<file path="src/rtl/debounce_botoes.sv">
// Purpose : debounces N raw push-button pins and classifies accepted press,
//           release and long-press events, sampled on a divider tick.
// Latency : pins/tick pass 2 sync flops; outputs update on the clk edge that
//           ends the tick cycle deciding the transition.
// Backpr. : none; pulses are fire-and-forget, one clk cycle wide.
//
// Ports:
//   clk          board clock, the only clock in the block
//   reset        asynchronous, active-low reset
//   tick_in      button-rate tick from the clock divider (sampled as data)
//   botao[N]     raw button pins, asynchronous
//   nivel[N]     debounced level, 1 = pressed
//   pulso_press  one-cycle pulse on an accepted press
//   pulso_solta  one-cycle pulse on an accepted release
//   pulso_longo  one-cycle pulse once per press after LONG_TICKS held ticks

module debounce_botoes #(
    parameter int N            = 4,
    parameter int STABLE_TICKS = 4,
    parameter int LONG_TICKS   = 64,
    parameter int ACTIVE_LOW   = 1
) (
    input  logic         clk,
    input  logic         reset,
    input  logic         tick_in,
    input  logic [N-1:0] botao,
    output logic [N-1:0] nivel,
    output logic [N-1:0] pulso_press,
    output logic [N-1:0] pulso_solta,
    output logic [N-1:0] pulso_longo
);

    // Counters share one width, large enough for the bigger of the two limits.
    localparam int MAX_TICKS = (STABLE_TICKS > LONG_TICKS) ? STABLE_TICKS : LONG_TICKS;
    localparam int CW        = $clog2(MAX_TICKS + 1);

    localparam logic [CW-1:0] CNT_ZERO = '0;
    localparam logic [CW-1:0] CNT_ONE  = CW'(1);
    localparam logic [CW-1:0] STABLE_C = CW'(STABLE_TICKS);
    localparam logic [CW-1:0] LONG_C   = CW'(LONG_TICKS);

    // Pin level of a released button; synchronisers reset to it so that
    // leaving reset never looks like a press edge.
    localparam logic REL_LVL = (ACTIVE_LOW != 0);

    localparam logic [1:0] IDLE     = 2'd0;
    localparam logic [1:0] ESPERA_P = 2'd1;
    localparam logic [1:0] PRESSED  = 2'd2;
    localparam logic [1:0] ESPERA_S = 2'd3;

    // ------------------------------------------------------------------
    // Synchronisers and tick edge detector
    // ------------------------------------------------------------------
    logic         tick_meta_q, tick_meta_d;
    logic         tick_sync_q, tick_sync_d;
    logic         tick_prev_q, tick_prev_d;
    logic [N-1:0] botao_meta_q, botao_meta_d;
    logic [N-1:0] botao_sync_q, botao_sync_d;

    logic         tick;
    logic [N-1:0] b;

    always_comb begin
        tick_meta_d  = tick_in;
        tick_sync_d  = tick_meta_q;
        tick_prev_d  = tick_sync_q;
        botao_meta_d = botao;
        botao_sync_d = botao_meta_q;
    end

    always_ff @(posedge clk or negedge reset) begin
        if (!reset) begin
            tick_meta_q  <= 1'b0;
            tick_sync_q  <= 1'b0;
            tick_prev_q  <= 1'b0;
            botao_meta_q <= {N{REL_LVL}};
            botao_sync_q <= {N{REL_LVL}};
        end else begin
            tick_meta_q  <= tick_meta_d;
            tick_sync_q  <= tick_sync_d;
            tick_prev_q  <= tick_prev_d;
            botao_meta_q <= botao_meta_d;
            botao_sync_q <= botao_sync_d;
        end
    end

    // Single-cycle strobe on each rising edge of the synchronised tick.
    assign tick = tick_sync_q & ~tick_prev_q;

    // Normalise polarity: 1 always means pressed from here on.
    assign b = botao_sync_q ^ {N{REL_LVL}};

    // ------------------------------------------------------------------
    // Per-button debounce / classification FSM
    // ------------------------------------------------------------------
    logic [N-1:0][1:0]    st_q, st_d;
    logic [N-1:0][CW-1:0] dc_q, dc_d;
    logic [N-1:0][CW-1:0] lc_q, lc_d;
    logic [N-1:0]         lf_q, lf_d;
    logic [N-1:0]         nivel_q, nivel_d;
    logic [N-1:0]         press_q, press_d;
    logic [N-1:0]         solta_q, solta_d;
    logic [N-1:0]         longo_q, longo_d;

    always_comb begin
        st_d    = st_q;
        dc_d    = dc_q;
        lc_d    = lc_q;
        lf_d    = lf_q;
        nivel_d = nivel_q;
        // Pulses are cleared every cycle, so each lasts exactly one clk.
        press_d = '0;
        solta_d = '0;
        longo_d = '0;

        if (tick) begin
            for (int i = 0; i < N; i++) begin
                case (st_q[i])
                    IDLE: begin
                        if (b[i]) begin
                            st_d[i] = ESPERA_P;
                            dc_d[i] = CNT_ONE;
                        end
                    end

                    ESPERA_P: begin
                        if (!b[i]) begin
                            st_d[i] = IDLE;
                            dc_d[i] = CNT_ZERO;
                        end else if (dc_q[i] + CNT_ONE == STABLE_C) begin
                            st_d[i]    = PRESSED;
                            nivel_d[i] = 1'b1;
                            press_d[i] = 1'b1;
                            dc_d[i]    = CNT_ZERO;
                            lc_d[i]    = CNT_ZERO;
                        end else begin
                            dc_d[i] = dc_q[i] + CNT_ONE;
                        end
                    end

                    PRESSED: begin
                        if (b[i]) begin
                            // Saturate so a very long hold never wraps back
                            // into another long-press window.
                            if (lc_q[i] != LONG_C) begin
                                lc_d[i] = lc_q[i] + CNT_ONE;
                                if ((lc_q[i] + CNT_ONE == LONG_C) && !lf_q[i]) begin
                                    longo_d[i] = 1'b1;
                                    lf_d[i]    = 1'b1;
                                end
                            end
                        end else begin
                            st_d[i] = ESPERA_S;
                            dc_d[i] = CNT_ONE;
                        end
                    end

                    ESPERA_S: begin
                        if (b[i]) begin
                            // Release glitch: the hold restarts, but lf stays
                            // set so the same press cannot long-fire twice.
                            st_d[i] = PRESSED;
                            dc_d[i] = CNT_ZERO;
                            lc_d[i] = CNT_ZERO;
                        end else if (dc_q[i] + CNT_ONE == STABLE_C) begin
                            st_d[i]    = IDLE;
                            nivel_d[i] = 1'b0;
                            solta_d[i] = 1'b1;
                            lf_d[i]    = 1'b0;
                            dc_d[i]    = CNT_ZERO;
                        end else begin
                            dc_d[i] = dc_q[i] + CNT_ONE;
                        end
                    end

                    default: begin
                        st_d[i] = IDLE;
                        dc_d[i] = CNT_ZERO;
                    end
                endcase
            end
        end
    end

    always_ff @(posedge clk or negedge reset) begin
        if (!reset) begin
            st_q    <= {N{IDLE}};
            dc_q    <= '0;
            lc_q    <= '0;
            lf_q    <= '0;
            nivel_q <= '0;
            press_q <= '0;
            solta_q <= '0;
            longo_q <= '0;
        end else begin
            st_q    <= st_d;
            dc_q    <= dc_d;
            lc_q    <= lc_d;
            lf_q    <= lf_d;
            nivel_q <= nivel_d;
            press_q <= press_d;
            solta_q <= solta_d;
            longo_q <= longo_d;
        end
    end

    assign nivel       = nivel_q;
    assign pulso_press = press_q;
    assign pulso_solta = solta_q;
    assign pulso_longo = longo_q;

endmodule

</file>
<file path="config.mk">
export PLATFORM = sky130hd
export DESIGN_NAME = debounce_botoes
export DESIGN_NICKNAME = d
export VERILOG_FILES = /design/src/rtl/debounce_botoes.sv
export SDC_FILE = /design/constraint.sdc
export NUM_CORES = 1
export LEC_CHECK = 0
export ABC_AREA = 1
export BUFFER_PORTS_ARGS = -buffer_cell sky130_fd_sc_hd__buf_2
export CAP_MARGIN = 30
export CORE_MARGIN = 2
export CORE_UTILIZATION = 40
export DETAILED_ROUTE_END_ITERATION = 12
export PLACE_DENSITY_LB_ADDON = 0.1
export SKIP_CTS_REPAIR_TIMING = 1
export SLEW_MARGIN = 20
export SYNTH_ARGS = -nofsm -noshare
export SYNTH_HDL_FRONTEND = slang
export SYNTH_SLANG_ARGS = --single-unit
</file>
<file path="constraint.sdc">
create_clock -name clk -period 1.7 [get_ports clk]
set_input_delay 0.085 -clock clk [delete_from_list [all_inputs] [get_ports clk]]
set_output_delay 0.085 -clock clk [all_outputs]
set_load 0.02 [all_outputs]
</file>
-- Word-level counts from Yosys, hierarchy flattened
Cells that the tools add are included.
- reduce and logical (&&, ||, !) cells: 44
- divide/modulo/power cells: 0
- add/sub/neg operators: 8
- magnitude comparators: 0
- bitwise logic cells: 3
- shifts and indexed selects: 0
- multiplexer cells: 151
- multipliers: 0
- eq/ne operators: 72
- operator list (kind ; number):
    two-way mux 7 bit ; 40
    one-hot mux 7 bit (4 select lines) ; 4
    one-hot mux 7 bit (3 select lines) ; 4
    != test 2 bit, second input constant ; 40
    two-way mux 1 bit ; 64
    adder 7 x 1 -> 7 bit, second input constant ; 8
    AND reduction 7 bit ; 8
    two-way mux 2 bit ; 24
    one-hot mux 2 bit (4 select lines) ; 4
    == test 7 x 3 -> 1 bit, second input constant ; 4
    == test 7 bit, second input constant ; 4
    != test 7 bit, second input constant ; 4
    != test 3 bit, second input constant ; 8
    AND reduction 6 bit ; 4
    AND reduction 5 bit ; 4
    == test 2 bit, second input constant ; 8
    one-hot mux 1 bit (2 select lines) ; 8
    nonzero test 2 bit ; 8
    two-way mux 4 bit ; 3
    AND reduction 3 bit ; 4
    nonzero test 3 bit ; 4
    == test 2 x 1 -> 1 bit, second input constant ; 4
    zero test 2 bit ; 4
    logical AND 1 bit ; 4
    other kinds (4) ; 7
- bits in latches: 0
- memories kept: 0
- bits in writable memories: 0
- ROM bits: 0
- word-level logic and storage cells: 306
- output and inout port bits: 16
- bits in registers: 95
- bits of input ports: 7

-- Logic depth before layout (Yosys ltp)
Gate-level depths: netlist of run 1.
- word-level depth: 8
- depth in mapped cells: 13

-- Least setup slack after synthesis of run 1
Ideal clock, no wire load.
- kind: reg-to-reg
- start: register dc_q[14] in the netlist's numbering
- end: register lc_q[17] in the netlist's numbering
- arrival time: 1.529 ns
- buffers on the path: 1
- cell stages (with the launch flop): 13
- data required time: 1.582 ns
- setup time: 0.118 ns
- slack: 0.053 ns
- path through: dfrtp_1 ha_1 nand3_1 nand2_1 nand2_1 inv_1 nor2_1 nand3_2 nand2_1 nand2_2 buf_6 nand2_1 o21ai_2
- word-level cells in the longest chain between the ends: 4
- ends and longest elaborated chain (what ; RTL line ; RTL):
    from (decl) ; 97 ; logic [N-1:0][CW-1:0] dc_q, dc_d;
    from (signal assigned) ; 188 ; dc_q <= '0;
    from (signal assigned) ; 197 ; dc_q <= dc_d;
    adder 7 x 1 -> 7 bit ; 130 ; end else if (dc_q[i] + CNT_ONE == STABLE_C) begin
    == test 7 x 3 -> 1 bit ; 130 ;
    != test 2 bit (no source line) ; n/a ;
    AND reduction 7 bit (no source line) ; n/a ;
    to (signal assigned) ; 198 ; lc_q <= lc_d;
    to (decl) ; 98 ; logic [N-1:0][CW-1:0] lc_q, lc_d;
No other way between the ends.
A chain may end at the register's enable or synchronous reset.

-- Worst setup path after layout of run 1
- start: register dc_q[0] in the netlist's numbering
- end: register lc_q[5] in the netlist's numbering
Same word-level chain as after synthesis.

==> results of run 1 <==
power groups by stage:
stage,Combinational [mW],Clock [mW],Sequential [mW]
finish,2.32,2.04,2.89
global route,2.62,2.21,2.94
CTS,1.85,2.12,2.85
detailed placement,1.83,0,2.89
global placement,1.81,0,2.88
floorplan,1.22,0,2.86
worst reg2reg max path: stages, from the launching register on:
cell     delay (ns)
dfrtp_1        0.40
buf_4          0.15
nand3_4        0.10
xor2_2         0.23
nand2_2        0.09
nor2_4         0.13
nand2_4        0.10
nand2_8        0.11
nand2_8        0.09
nand2_2        0.08
o21ai_2        0.04
logic make-up (layout without fill, tap and decap cells):
family | count (synthesis) | count (layout)
xor gates and xnor gates | 22 | 22
AOI/OAI and AO/OA | 70 | 70
and+or+nand+nor | 373 | 375
adders and majority gates | 18 | 18
buffers and inverters | 94 | 180
DFF | 95 | 95
final cells by class:
class	count	area [µm²]	area share, %
multi-input cells	485	3030	44.3
inverters	88	330	4.84
well taps	172	215	3.15
clock inverters	7	73.8	1.08
flip-flops and latches	95	2400	35.1
repair buffers	76	561	8.21
clock buffers	9	225	3.30
worst min path at each step:
| stage | start | cells past startpoint | slack (ns) | endpoint |
|---|---|---|---|---|
| floorplan | reset | 0 | -0.21 | async pin |
| global placement | reset | 1 | 0.09 | pulso_solta[1] |
| detailed placement | reset | 1 | 0.09 | pulso_solta[1] |
| CTS | reset | 1 | -0.30 | pulso_solta[1] |
| global route | reset | 2 | 0.28 | lc_q[18] |
| finish | reset | 2 | 0.24 | pulso_solta[1] |
registers in the layout (all words and copies together), names as in the netlist, named ones only:
name,flops
pulso_solta,4
tick_prev_d,1
botao_sync_q,4
tick_prev_q,1
botao_meta_q,4
pulso_longo,4
st_q,4
lf_q,4
pulso_press,4
dc_q,28
nivel,4
tick_meta_q,1
lc_q,28
stage by stage:
step | hold slack (ns) | total power [mW] | cell area [µm²] | utilization (%)
2_1_floorplan | -0.211 | 4.08 | 5270 | -
3_3_place_gp | 0.0871 | 4.69 | 5810 | 45.7
3_5_place_dp | 0.0883 | 4.72 | 5810 | 45.7
4_1_cts | -0.298 | 6.81 | 6110 | 48.0
5_1_grt | 0.282 | 7.77 | 6830 | 53.7
6_report | 0.235 | 7.24 | 6830 | 53.7
layout by cell type (no fill, tap or decap), types with 6 or more instances in the layout:
cell type        n
nand3_1         42
o21ai_1         10
nor3_1           7
nand4_1         18
o21ai_2         20
dfstp_2          8
nand2_4          8
dlygate4sd3_1    6
o21ai_0         11
dfrtp_1         80
nand2_1        158
clkbuf_16        9
nor2_2          10
nor2_1          59
nor2_4           8
o22ai_1         15
ha_1            10
inv_2           10
xor2_1          16
buf_4           44
nand2_2         36
inv_1           78
nand3_2          7
dfrtp_2          7
buf_2           21
ha_4             6
layer usage:
metal	global-route usage (%)	up-vias	wire length [µm]
met3	3.04	14	286
met2	27.3	57	5710
met1	22.3	2133	5690
met5	0	-	0
li1	-	2337	-
met4	7.59	0	243
==> flow_metrics.tcl, run 1 <==
set metrics [dict create \
    drtPass1Iterations 4 \
    dp_slack_ns -0.0694 \
    portBuffers 22 \
    fin_ws_ns 0.0458 \
    period_minus_slack_ns 1.65 \
    root_buffer "clkbuf_16" \
    hold_viol 0 \
    gp_congestion 0.867 \
    layout-area-overhead-vs-synth_pct 29.7 \
    synth_top_area_cell "dfrtp_1" \
    synth_top_area_share_pct 41.3 \
    post_layout_nonfiller_instances 932 \
    vdd_ir_drop_max_mv 0.609 \
    ioPinCount 23 \
    cp-end-kind "register" \
    cp-endpoint "lc_q[5]" \
    swShare_pct 38.1 \
    seqPwrFrac_pct 39.9 \
    yosys-top-cells-area "dfrtp_1 (41%), nand2_1 (14%), inv_1 (5.9%)" \
    crit_cells 10 \
    required_ns 1.95 \
    pwr-share-comb_pct 32.0 \
    final.fill_count 1218 \
    final-setup-viol-count 0 \
    skew_ns 0.00507 \
    worstMarginPinSlew_ns 0.503 \
    post-place-cells 893 \
    drive_gt1_share_pct 30.8 \
    grt_setup_unrepaired "true" \
    grt_pass1_vias 4293 \
    cts_made_buffers 9 \
    antenna_found_initial 0 \
    r2r_end "lc_q[5]" \
    crit_type "register to register" \
    dieWidth_um 119 \
    grt.overflow.total 0 \
    vias_per_cell 4.87 \
    period_share_pct 97.3 \
    synth-xor-area-share_pct 3.66 \
    wl_per_cell_um 12.8 \
    ys_ff_latch 95 \
    grt_start_max_net_pins 40 \
    clkPwrFrac_pct 28.1 \
    clock_path_buffers 2 \
    ant_nets 0 \
    maxSlewViolCount 0 \
    crit_chain "buf_4 -> nand3_4 -> xor2_2 -> nand2_2 -> nor2_4 -> nand2_4 -> nand2_8 -> nand2_8 -> nand2_2 -> o21ai_2" \
    synthSimpleGateAreaFrac_pct 31.0 \
    grt_usage_pct 17.0 \
    cts.clk_slew.worst_paths_ns 0.07 \
    synthCells 672 \
    worst-path-buf-inv 1 \
    r2r_cells 10 \
    drv_cap 0 \
    critPathMaxFanout 7 \
    synth_nets 697 \
    cts_tree "yes" \
    drc 0 \
    async_reset_ff_share_pct 100 \
    dieArea_um2 14100 \
    fmax_mhz 605 \
    p_int_mw 4.48 \
    ys_seq_area_share_pct 45.3 \
    fin_setup_tns_ns 0 \
    ys.flop_type "dfrtp_1" \
    grt_pass1_wl_um 19500 \
    hp-class "primary input to async pin" \
    synth_edf_count 0 \
    synthMostInstantiatedCell "nand2_1" \
    leakagePower_nw 3.10 \
    rows 41 \
    yosys_warnings 0 \
    crit_arrival_ns 1.90 \
    synth_fa_ha_area_share_pct 4.28 \
    cp_top_family "simple AND/OR/NAND/NOR gates" \
    clk_latency_ns 0.35 \
    synth_compound_area_share_pct 8.62 \
    fp.coreArea_um2 12700 \
    synth_common_cells "nand2_1 (199), dfrtp_1 (87), inv_1 (83), nor2_1 (66), nand3_1 (50)" \
    power_density_nw_per_um2 1060 \
    final_nets 780 \
    r2r_setup_slack_ns 0.05 \
    cp-startpoint "dc_q[0]" \
    status "finished clean" \
    p_sw_mw 2.76 \
    crit_path_top_delay_cell "dfrtp_1" \
    start_kind "register" \
    initial_core_util_pct 41.4 \
    num_vias 4541 \
    synth_cell_type_count 35 \
    die_h_um 119 \
    worstReg2RegStart "dc_q[0]" \
    postSynthAreaPerCell_um2 7.84 \
    syn_area_um2 5270 \
    slew-limit-headroom_pct 66.3 \
    synth_top_family_by_area "simple AND/OR/NAND/NOR gates" \
    drtIter0Drc 291 \
    n_antenna_cell 0 \
    dpl.hpwl_um 7980 \
    clock_sinks 95 \
    yosys-mux-area-fraction_pct 0 \
    cts-htree-levels 3 \
    drt-total-wl_um 11900 \
    slowest_delay_ns 0.40 \
]
(Power assumes the default switching activity.)
==> run 2, diff against run 1 <==
Settings changed: RECOVER_POWER from default to 100.
==> run 2 against run 1 <==
  * Global-route usage stayed put
  * Clock skew hardly changed
  * Core utilization is 0.22 points lower
  * Critical path depth stayed put
  * Maximum frequency hardly changed
  * Final cell count stayed put
  * Sequential power hardly changed
  * Sequential share of layout area is 0.14 points higher
  * Critical path type unchanged
  * Largest cell class unchanged
==> flow_metrics.tcl, run 2 (synthesis gave the netlist of run 1 again) <==
set metrics [dict create \
    clk_latency_ns 0.35 \
    grt.overflow.total 0 \
    seqPwrFrac_pct 39.9 \
    drtIter0Drc 269 \
    grt_pass1_wl_um 19500 \
    worstMarginPinSlew_ns 0.944 \
    fmax_mhz 604 \
    drt-total-wl_um 11900 \
    period_share_pct 97.3 \
    p_sw_mw 2.76 \
    slowest_delay_ns 0.40 \
    vdd_ir_drop_max_mv 0.607 \
    required_ns 1.95 \
    clock_path_buffers 2 \
    clkPwrFrac_pct 28.1 \
    grt_setup_unrepaired "true" \
    cp-end-kind "register" \
    cts_made_buffers 9 \
    dieWidth_um 119 \
    fp.coreArea_um2 12700 \
    reg_top3 "dc_q x28, lc_q x28" \
    clock_sinks 95 \
    dieArea_um2 14100 \
    maxSlewViolCount 0 \
    p_int_mw 4.47 \
    portBuffers 22 \
    hold_viol 0 \
    n_antenna_cell 0 \
    cts.clk_slew.worst_paths_ns 0.07 \
    hp-class "register to register" \
    die_h_um 119 \
    hold_slack_ns 0.354 \
    final_nets 780 \
    ant_nets 0 \
    skew_ns 0.00506 \
    layout-area-overhead-vs-synth_pct 29.1 \
    drv_cap 0 \
    r2r_setup_slack_ns 0.05 \
    grt_start_max_net_pins 40 \
    vias_per_cell 4.88 \
    num_vias 4551 \
    leakagePower_nw 3.03 \
    crit_chain "buf_4 -> nand3_4 -> xor2_2 -> nand2_2 -> nor2_4 -> nand2_4 -> nand2_8 -> nand2_8 -> nand2_2 -> o21ai_2" \
    finalCoreUtilization_pct 53.5 \
    final.fill_count 1229 \
    drive_gt1_share_pct 28.7 \
    period_minus_slack_ns 1.65 \
    critPathMaxFanout 7 \
    fin_ws_ns 0.0457 \
    crit_type "register to register" \
    grt_pass1_vias 4293 \
    fin_total_pwr_mw 7.24 \
    power_density_nw_per_um2 1060 \
    root_buffer "clkbuf_16" \
    start_kind "register" \
    dpl.hpwl_um 7980 \
    swShare_pct 38.2 \
    ioPinCount 23 \
    gp_congestion 0.867 \
    status "finished clean" \
    cts-htree-levels 3 \
    final_cell_mix "nand2_1 (158), dfrtp_1 (80), inv_1 (78)" \
    dp_slack_ns -0.0694 \
    fin_setup_tns_ns 0 \
    crit_arrival_ns 1.91 \
    slew-limit-headroom_pct 37.1 \
    pwr-share-comb_pct 31.9 \
    drtPass1Iterations 4 \
    initial_core_util_pct 41.4 \
    final-setup-viol-count 0 \
    crit_path_top_delay_cell "dfrtp_1" \
    rows 41 \
    drc 0 \
    grt_usage_pct 17.0 \
    layout_commonest_cell "nand2_1" \
    antenna_found_initial 0 \
    wl_per_cell_um 12.8 \
    cts_tree "yes" \
]
[run 2: per-stage QoR]
| step | cells | cell area (µm²) |
|---|---|---|
| 2_1_floorplan | 672 | 5270 |
| 3_3_place_gp | 893 | 5810 |
| 3_5_place_dp | 893 | 5810 |
| 4_1_cts | 909 | 6110 |
| 5_1_grt | 932 | 6800 |
| 6_report | 932 | 6800 |
[run 2: critical path, delay by kind of cell, from the launching register on]
kind	cells	cell delay, ns
buf+inv	1	0.15
compound gates	1	0.04
flops	1	0.40
simple gates	7	0.70
xor+xnor	1	0.23
[run 2: layer usage]
metal / track usage [%] / vias up / routed length, µm
li1: - / 2338 / -
met1: 22.3 / 2133 / 5670
met2: 27.3 / 66 / 5700
met3: 3.04 / 14 / 318
met4: 7.59 / 0 / 243
met5: 0 / - / 0
[run 2: cell type report]
type                       count  area [µm²]  area share [%]
sequential                    95        2400            35.2
timing repair buffer          76         533            7.84
clock buffer                   9         225            3.31
clock inverter                 7        73.8            1.09
tap                          172         215            3.16
inverter                      88         330            4.86
multi-input combinational    485        3030            44.5
[run 2: final timing paths]
| path | start | end | cells past startpoint |
|---|---|---|---|
| worst max-delay path | dc_q[0] | lc_q[5] | 10 |
| worst min-delay path | tick_meta_q | tick_prev_d | 0 |
| worst max register to register | dc_q[0] | lc_q[5] | 10 |
| worst min register to register | tick_meta_q | tick_prev_d | 0 |
| max in group asynchronous | reset | lc_q[1] | 3 |
| min in group asynchronous | reset | pulso_solta[1] | 2 |
[run 2: power groups by stage]
stage / combinational, mW / sequential [mW] / clock, mW
2_1_floorplan: 1.22 / 2.86 / 0
3_5_place_dp: 1.83 / 2.89 / 0
3_3_place_gp: 1.81 / 2.88 / 0
4_1_cts: 1.85 / 2.85 / 2.12
5_1_grt: 2.61 / 2.94 / 2.21
6_report: 2.31 / 2.89 / 2.03
